[src/rtl/pipe_hazard_ctrl.sv]
// Hazard/sequencing controller for the 5-stage miniRV pipeline: stalls, flushes, forwarding, valids.
// Optional perf counters (stall_cnt, flush_cnt) are built when HAZARD_PERF_CNT_EN is defined.
module pipe_hazard_ctrl #(
  parameter int unsigned RA_W  = 5,
  parameter int unsigned CNT_W = 32
) (
  input  logic            cpu_clk,
  input  logic            cpu_rst,
  input  logic [RA_W-1:0] id_rs1,
  input  logic [RA_W-1:0] id_rs2,
  input  logic            id_rs1_used,
  input  logic            id_rs2_used,
  input  logic [RA_W-1:0] id_rd,
  input  logic            id_rf_we,
  input  logic            id_is_load,
  input  logic            ex_redirect,
  output logic            pc_stall,
  output logic            if_id_stall,
  output logic            if_id_flush,
  output logic            id_ex_flush,
  output logic [1:0]      fwd_a_sel,
  output logic [1:0]      fwd_b_sel,
  output logic            id_byp_a,
  output logic            id_byp_b,
  output logic            ex_valid,
  output logic            mem_valid,
  output logic            wb_valid
`ifdef HAZARD_PERF_CNT_EN
  ,
  output logic [CNT_W-1:0] stall_cnt,
  output logic [CNT_W-1:0] flush_cnt
`endif
);

  typedef enum logic [1:0] {BOOT, RUN, LU_STALL} state_t;

  state_t          state;
  logic            id_valid;
  logic [RA_W-1:0] ex_rd, ex_rs1, ex_rs2, mem_rd, wb_rd;
  logic            ex_we, ex_load, ex_rs1_used, ex_rs2_used;
  logic            mem_we, mem_load, wb_we;
  logic            redirect, load_use;

  function automatic logic [1:0] fwd_sel(
    input logic            used,
    input logic [RA_W-1:0] rs,
    input logic            mv,
    input logic            mw,
    input logic            ml,
    input logic [RA_W-1:0] mrd,
    input logic            wv,
    input logic            ww,
    input logic [RA_W-1:0] wrd
  );
    logic [1:0] sel;
    sel = 2'b00;
    if (used && rs != '0) begin
      // A load in MEM has no data yet, so the older WB copy is the only candidate.
      if (mv && mw && !ml && mrd == rs)
        sel = 2'b01;
      else if (wv && ww && wrd == rs)
        sel = 2'b10;
    end
    return sel;
  endfunction

  always_comb begin
    redirect = ex_redirect & ex_valid;
    load_use = (state == RUN) & ex_valid & ex_load & ex_we & (ex_rd != '0) &
               ((id_rs1_used & (id_rs1 == ex_rd)) | (id_rs2_used & (id_rs2 == ex_rd)));

    pc_stall    = load_use & ~redirect;
    if_id_stall = load_use & ~redirect;
    if_id_flush = (state == BOOT) | redirect;
    id_ex_flush = redirect | load_use;

    fwd_a_sel = fwd_sel(ex_rs1_used, ex_rs1, mem_valid, mem_we, mem_load, mem_rd,
                        wb_valid, wb_we, wb_rd);
    fwd_b_sel = fwd_sel(ex_rs2_used, ex_rs2, mem_valid, mem_we, mem_load, mem_rd,
                        wb_valid, wb_we, wb_rd);

    id_byp_a = wb_valid & wb_we & (wb_rd != '0) & (wb_rd == id_rs1);
    id_byp_b = wb_valid & wb_we & (wb_rd != '0) & (wb_rd == id_rs2);
  end

  always_ff @(posedge cpu_clk or posedge cpu_rst) begin
    if (cpu_rst) begin
      state       <= BOOT;
      id_valid    <= 1'b0;
      ex_valid    <= 1'b0;
      ex_rd       <= '0;
      ex_rs1      <= '0;
      ex_rs2      <= '0;
      ex_we       <= 1'b0;
      ex_load     <= 1'b0;
      ex_rs1_used <= 1'b0;
      ex_rs2_used <= 1'b0;
      mem_valid   <= 1'b0;
      mem_rd      <= '0;
      mem_we      <= 1'b0;
      mem_load    <= 1'b0;
      wb_valid    <= 1'b0;
      wb_rd       <= '0;
      wb_we       <= 1'b0;
    end else begin
      case (state)
        BOOT:     state <= RUN;
        RUN:      state <= (load_use && !redirect) ? LU_STALL : RUN;
        LU_STALL: state <= RUN;
        default:  state <= RUN;
      endcase

      // id_valid tracks whether IF/ID holds a real fetch: bubble on flush, hold on stall.
      if (if_id_flush)
        id_valid <= 1'b0;
      else if (!if_id_stall)
        id_valid <= 1'b1;

      ex_valid    <= id_valid & ~id_ex_flush;
      ex_rd       <= id_rd;
      ex_rs1      <= id_rs1;
      ex_rs2      <= id_rs2;
      ex_we       <= id_rf_we;
      ex_load     <= id_is_load;
      ex_rs1_used <= id_rs1_used;
      ex_rs2_used <= id_rs2_used;

      mem_valid <= ex_valid;
      mem_rd    <= ex_rd;
      mem_we    <= ex_we;
      mem_load  <= ex_load;

      wb_valid <= mem_valid;
      wb_rd    <= mem_rd;
      wb_we    <= mem_we;
    end
  end

`ifdef HAZARD_PERF_CNT_EN
  always_ff @(posedge cpu_clk or posedge cpu_rst) begin
    if (cpu_rst) begin
      stall_cnt <= '0;
      flush_cnt <= '0;
    end else begin
      if (pc_stall && stall_cnt != '1)
        stall_cnt <= stall_cnt + 1'b1;
      if (redirect && flush_cnt != '1)
        flush_cnt <= flush_cnt + 1'b1;
    end
  end
`else
  // CNT_W only sizes the perf counters; nothing to build in this configuration.
  if (CNT_W == 0) begin : g_no_cnt
  end
`endif

endmodule

[config.mk]
export PLATFORM = sky130hd
export DESIGN_NAME = pipe_hazard_ctrl
export DESIGN_NICKNAME = d
export VERILOG_FILES = /design/src/rtl/pipe_hazard_ctrl.sv
export SDC_FILE = /design/constraint.sdc
export NUM_CORES = 1
export LEC_CHECK = 0
export BUFFER_PORTS_ARGS = -buffer_cell sky130_fd_sc_hd__buf_2
export CAP_MARGIN = 20
export CORE_ASPECT_RATIO = 0.75
export CORE_MARGIN = 3
export CORE_UTILIZATION = 35
export CTS_CLUSTER_DIAMETER = 50
export DETAILED_ROUTE_END_ITERATION = 16
export GPL_TIMING_DRIVEN = 0
export PLACE_DENSITY = 0.56
export SLEW_MARGIN = 15
export SYNTH_ARGS = -nofsm -noshare
export SYNTH_HDL_FRONTEND = slang
export SYNTH_SLANG_ARGS = --single-unit
[constraint.sdc]
create_clock -name cpu_clk -period 2.1 [get_ports cpu_clk]
set_clock_uncertainty 0.1 [all_clocks]
set_input_delay 0.42 -clock cpu_clk [delete_from_list [all_inputs] [get_ports cpu_clk]]
set_output_delay 0.42 -clock cpu_clk [all_outputs]
set_load 0.1 [all_outputs]
==> impl_metrics.tcl <==
set metrics [dict create \
    yosysSeqAreaShare_pct 58.24 \
    multi_input_area_um2 835.8 \
    antenna_cells 0 \
    reg2reg_setup_slack_ns 0.28 \
    combPwrFrac_pct 20.1 \
    grt_pass1_wl_um 6272 \
    syn_nets 148 \
    grt_pass1_vias 1270 \
    critPathCaptureType "primary output" \
    start_kind "flip-flop" \
    root_buffer "clkbuf_8" \
    utilization_pct 56.97 \
    die_y_um 65.15 \
    crit_arrival_ns 1.94 \
    start_util_pct 38.38 \
    ctsLongestPathBuffers 2 \
    grt.overflow.total 0 \
    synthesis.instances 126 \
    setup_viol 9 \
    layout.nets 202 \
    drc_errors 0 \
    worst_slack_ns -0.3606 \
    netlist_area_um2 1633 \
    final_cell_mix "dfrtp_1, buf_2, xor2_1" \
    ctsHtreeMaxLevel 2 \
    drt_first_pass_iters 4 \
    ff2ff_path_depth 6 \
    clock_latency_ns 0.29 \
    drtIter0Drc 25 \
    final_common_cell "dfrtp_1" \
    fin_crit_sh_pct 117.2 \
    core-area_um2 4254 \
    grt_start_max_net_pins 39 \
    holdBufCountCts 0 \
    cts_buffers 5 \
    max_stage_delay_ns 0.56 \
    crit_fanout 4 \
    leakagePower_nw 1.012 \
    run_status "complete, but fails checks" \
    drt_wl_total_um 3716 \
    drtAntennaViolNets 0 \
    placed_cell_area_um2 2024 \
    final.fill_count 375 \
    crit_start "ex_rd[4]" \
    syn_to_final_growth_pct 48.43 \
    p_sw_uw 541.3 \
    ys_types 26 \
    drive_gt1_share_pct 55.80 \
    crit_path_top_delay_cell "or4_4" \
    finalCriticalPeriod_ns 2.461 \
    clock-sinks 38 \
    via_per_inst 4.903 \
    timing.rr.end "id_valid" \
    maxSlewHeadroom_pct 48.93 \
    crit_end "id_ex_flush" \
    die_area_um2 5529 \
    hp-class "in -> reg" \
    reg2reg_from "ex_rd[4]" \
    avgSynthCellArea_um2 12.96 \
    wire_per_inst_um 15.75 \
    stdcell_area_um2 2424 \
    rsz0062_at_grt "yes" \
    switching_share_pct 30.00 \
    vias 1157 \
    cts_tree "done" \
    crit_required_ns 1.58 \
    regArea_um2 968.4 \
    worst-setup-path-type "reg -> out" \
    hold_viol_final 0 \
    final_max_slew_viol_count 0 \
    ir_drop_v 0.0004071 \
    seq_power_share_pct 46.1 \
    ys_ff_latch 38 \
    cap_violations 0 \
    antenna_found_initial 0 \
    io_buffers 34 \
    p_int_mw 1.263 \
    grtUsageTotal_pct 15.20 \
    clk_pin_slew_ns 0.08 \
    dp_hpwl_um 2774 \
    io_pins 35 \
    max_slew.worst_pin.slew_ns 0.7649 \
    row_count 20 \
    powerDensity_nw_per_um2 744.3 \
    ys_warn_count 0 \
    die_x_um 84.87 \
    violations "negative setup slack" \
    place_congestion 0.7443 \
    fmax_mhz 406.4 \
    path_cells "or4_4, o211ai_4, buf_4, o21ai_4, buf_12" \
    clkPwrFrac_pct 33.8 \
]
## stage by stage
step                setup TNS [ns]  worst slack, ns  hold slack, ns  total power, mW  cells
floorplan                   -3.849          -0.5770          0.2468            1.076    126
global placement            -2.459          -0.3654          0.2641            1.153    215
detailed placement          -2.679          -0.3890          0.2606            1.158    215
CTS                         -2.757          -0.3881          0.1161            1.801    230
global route                -3.441          -0.4454          0.1091            1.886    236
finish                      -2.693          -0.3606          0.1247            1.804    236
## final cells by class
class / instances / share of cell area (%)
well taps: 55 / 2.839
multi-input cells: 81 / 34.49
clock inverters: 2 / 1.549
inverters: 1 / 0.1549
flip-flops and latches: 38 / 39.96
plain buffers: 2 / 1.446
repair buffers: 51 / 16.57
clock buffers: 6 / 2.994
## cells by family (layout without fill, tap and decap cells)
logic type      count (synthesis)  after routing  share of synthesized area, %
compound gates                 10             10                         5.058
xor+xnor                       40             40                         21.46
buf+inv                         7             62                         1.839
flops                          38             38                         58.24
simple gates                   31             31                         13.41
## state kept, by name, summed over array words and instances, names as in the netlist, 2 cells and up
| name | flops |
|---|---|
| state | 2 |
| mem_rd | 5 |
| ex_rd | 5 |
| ex_rs1 | 5 |
| ex_rs2 | 5 |
| wb_rd | 5 |
## worst min-delay path by stage
stage              from        to  depth (start not counted)
2_1_floorplan   ex_load  mem_load                          0
3_3_place_gp     mem_we     wb_we                          0
3_5_place_dp     mem_we     wb_we                          0
4_1_cts        id_rd[4]  ex_rd[4]                          1
5_1_grt        id_rd[1]  ex_rd[1]                          1
6_report       id_rd[4]  ex_rd[4]                          1
## worst max-delay path, delay by kind of cell, from the launching register on
| family | cells | cell delay (ns) |
|---|---|---|
| AOI/OAI and AO/OA | 2 | 0.28 |
| buffers and inverters | 2 | 0.34 |
| and+or+nand+nor | 1 | 0.56 |
| DFF | 1 | 0.46 |
## cells in the mapped netlist
cell type  count  area share, %
a21oi_2        1           0.54
and4b_1        1           0.61
buf_4          1           0.46
clkbuf_1       5            1.1
dfrtp_1       38             58
inv_1          1           0.23
nand2_1        3           0.69
nand3_1        2           0.61
nand3b_1       2           0.92
nand4_1        4            1.5
nor2_2         1           0.38
nor3_1         4            1.2
nor3b_1        2           0.92
nor4_1         4            1.5
nor4_2         2            1.5
o211a_1        1           0.61
o211ai_1       1           0.46
o211ai_4       1            1.3
o21ai_0        3           0.92
o21ai_1        1           0.31
o22a_1         1           0.54
o22ai_1        1           0.38
or4_1          3            1.4
or4_4          3            2.1
xnor2_1       18            9.7
xor2_1        22             12
## power by group through the flow
stage / logic (mW) / registers [mW] / clock network (mW)
5_1_grt: 0.387 / 0.839 / 0.661
6_report: 0.362 / 0.832 / 0.610
3_3_place_gp: 0.315 / 0.838 / 0
2_1_floorplan: 0.180 / 0.896 / 0
3_5_place_dp: 0.321 / 0.838 / 0
4_1_cts: 0.349 / 0.828 / 0.624
## repair_timing
item / in CTS / in global routing
endpoints found under the setup margin: 9 / 9
pin swaps: 15 / 8
gates resized for setup: 40 / 14
buffers inserted: 10 / 7
endpoints found under the hold margin: 0 / 0
## layer usage
layer  vias to the layer above  track usage [%]  part of all wire (%)
met1                       578            20.35                    46
met2                        26            23.34                    47
met5                         -                0                     0
met3                         6            3.885                   4.7
li1                        547                -                     -
met4                         0            6.917                   1.7
No activity file was read; power rests on OpenSTA's default activity.
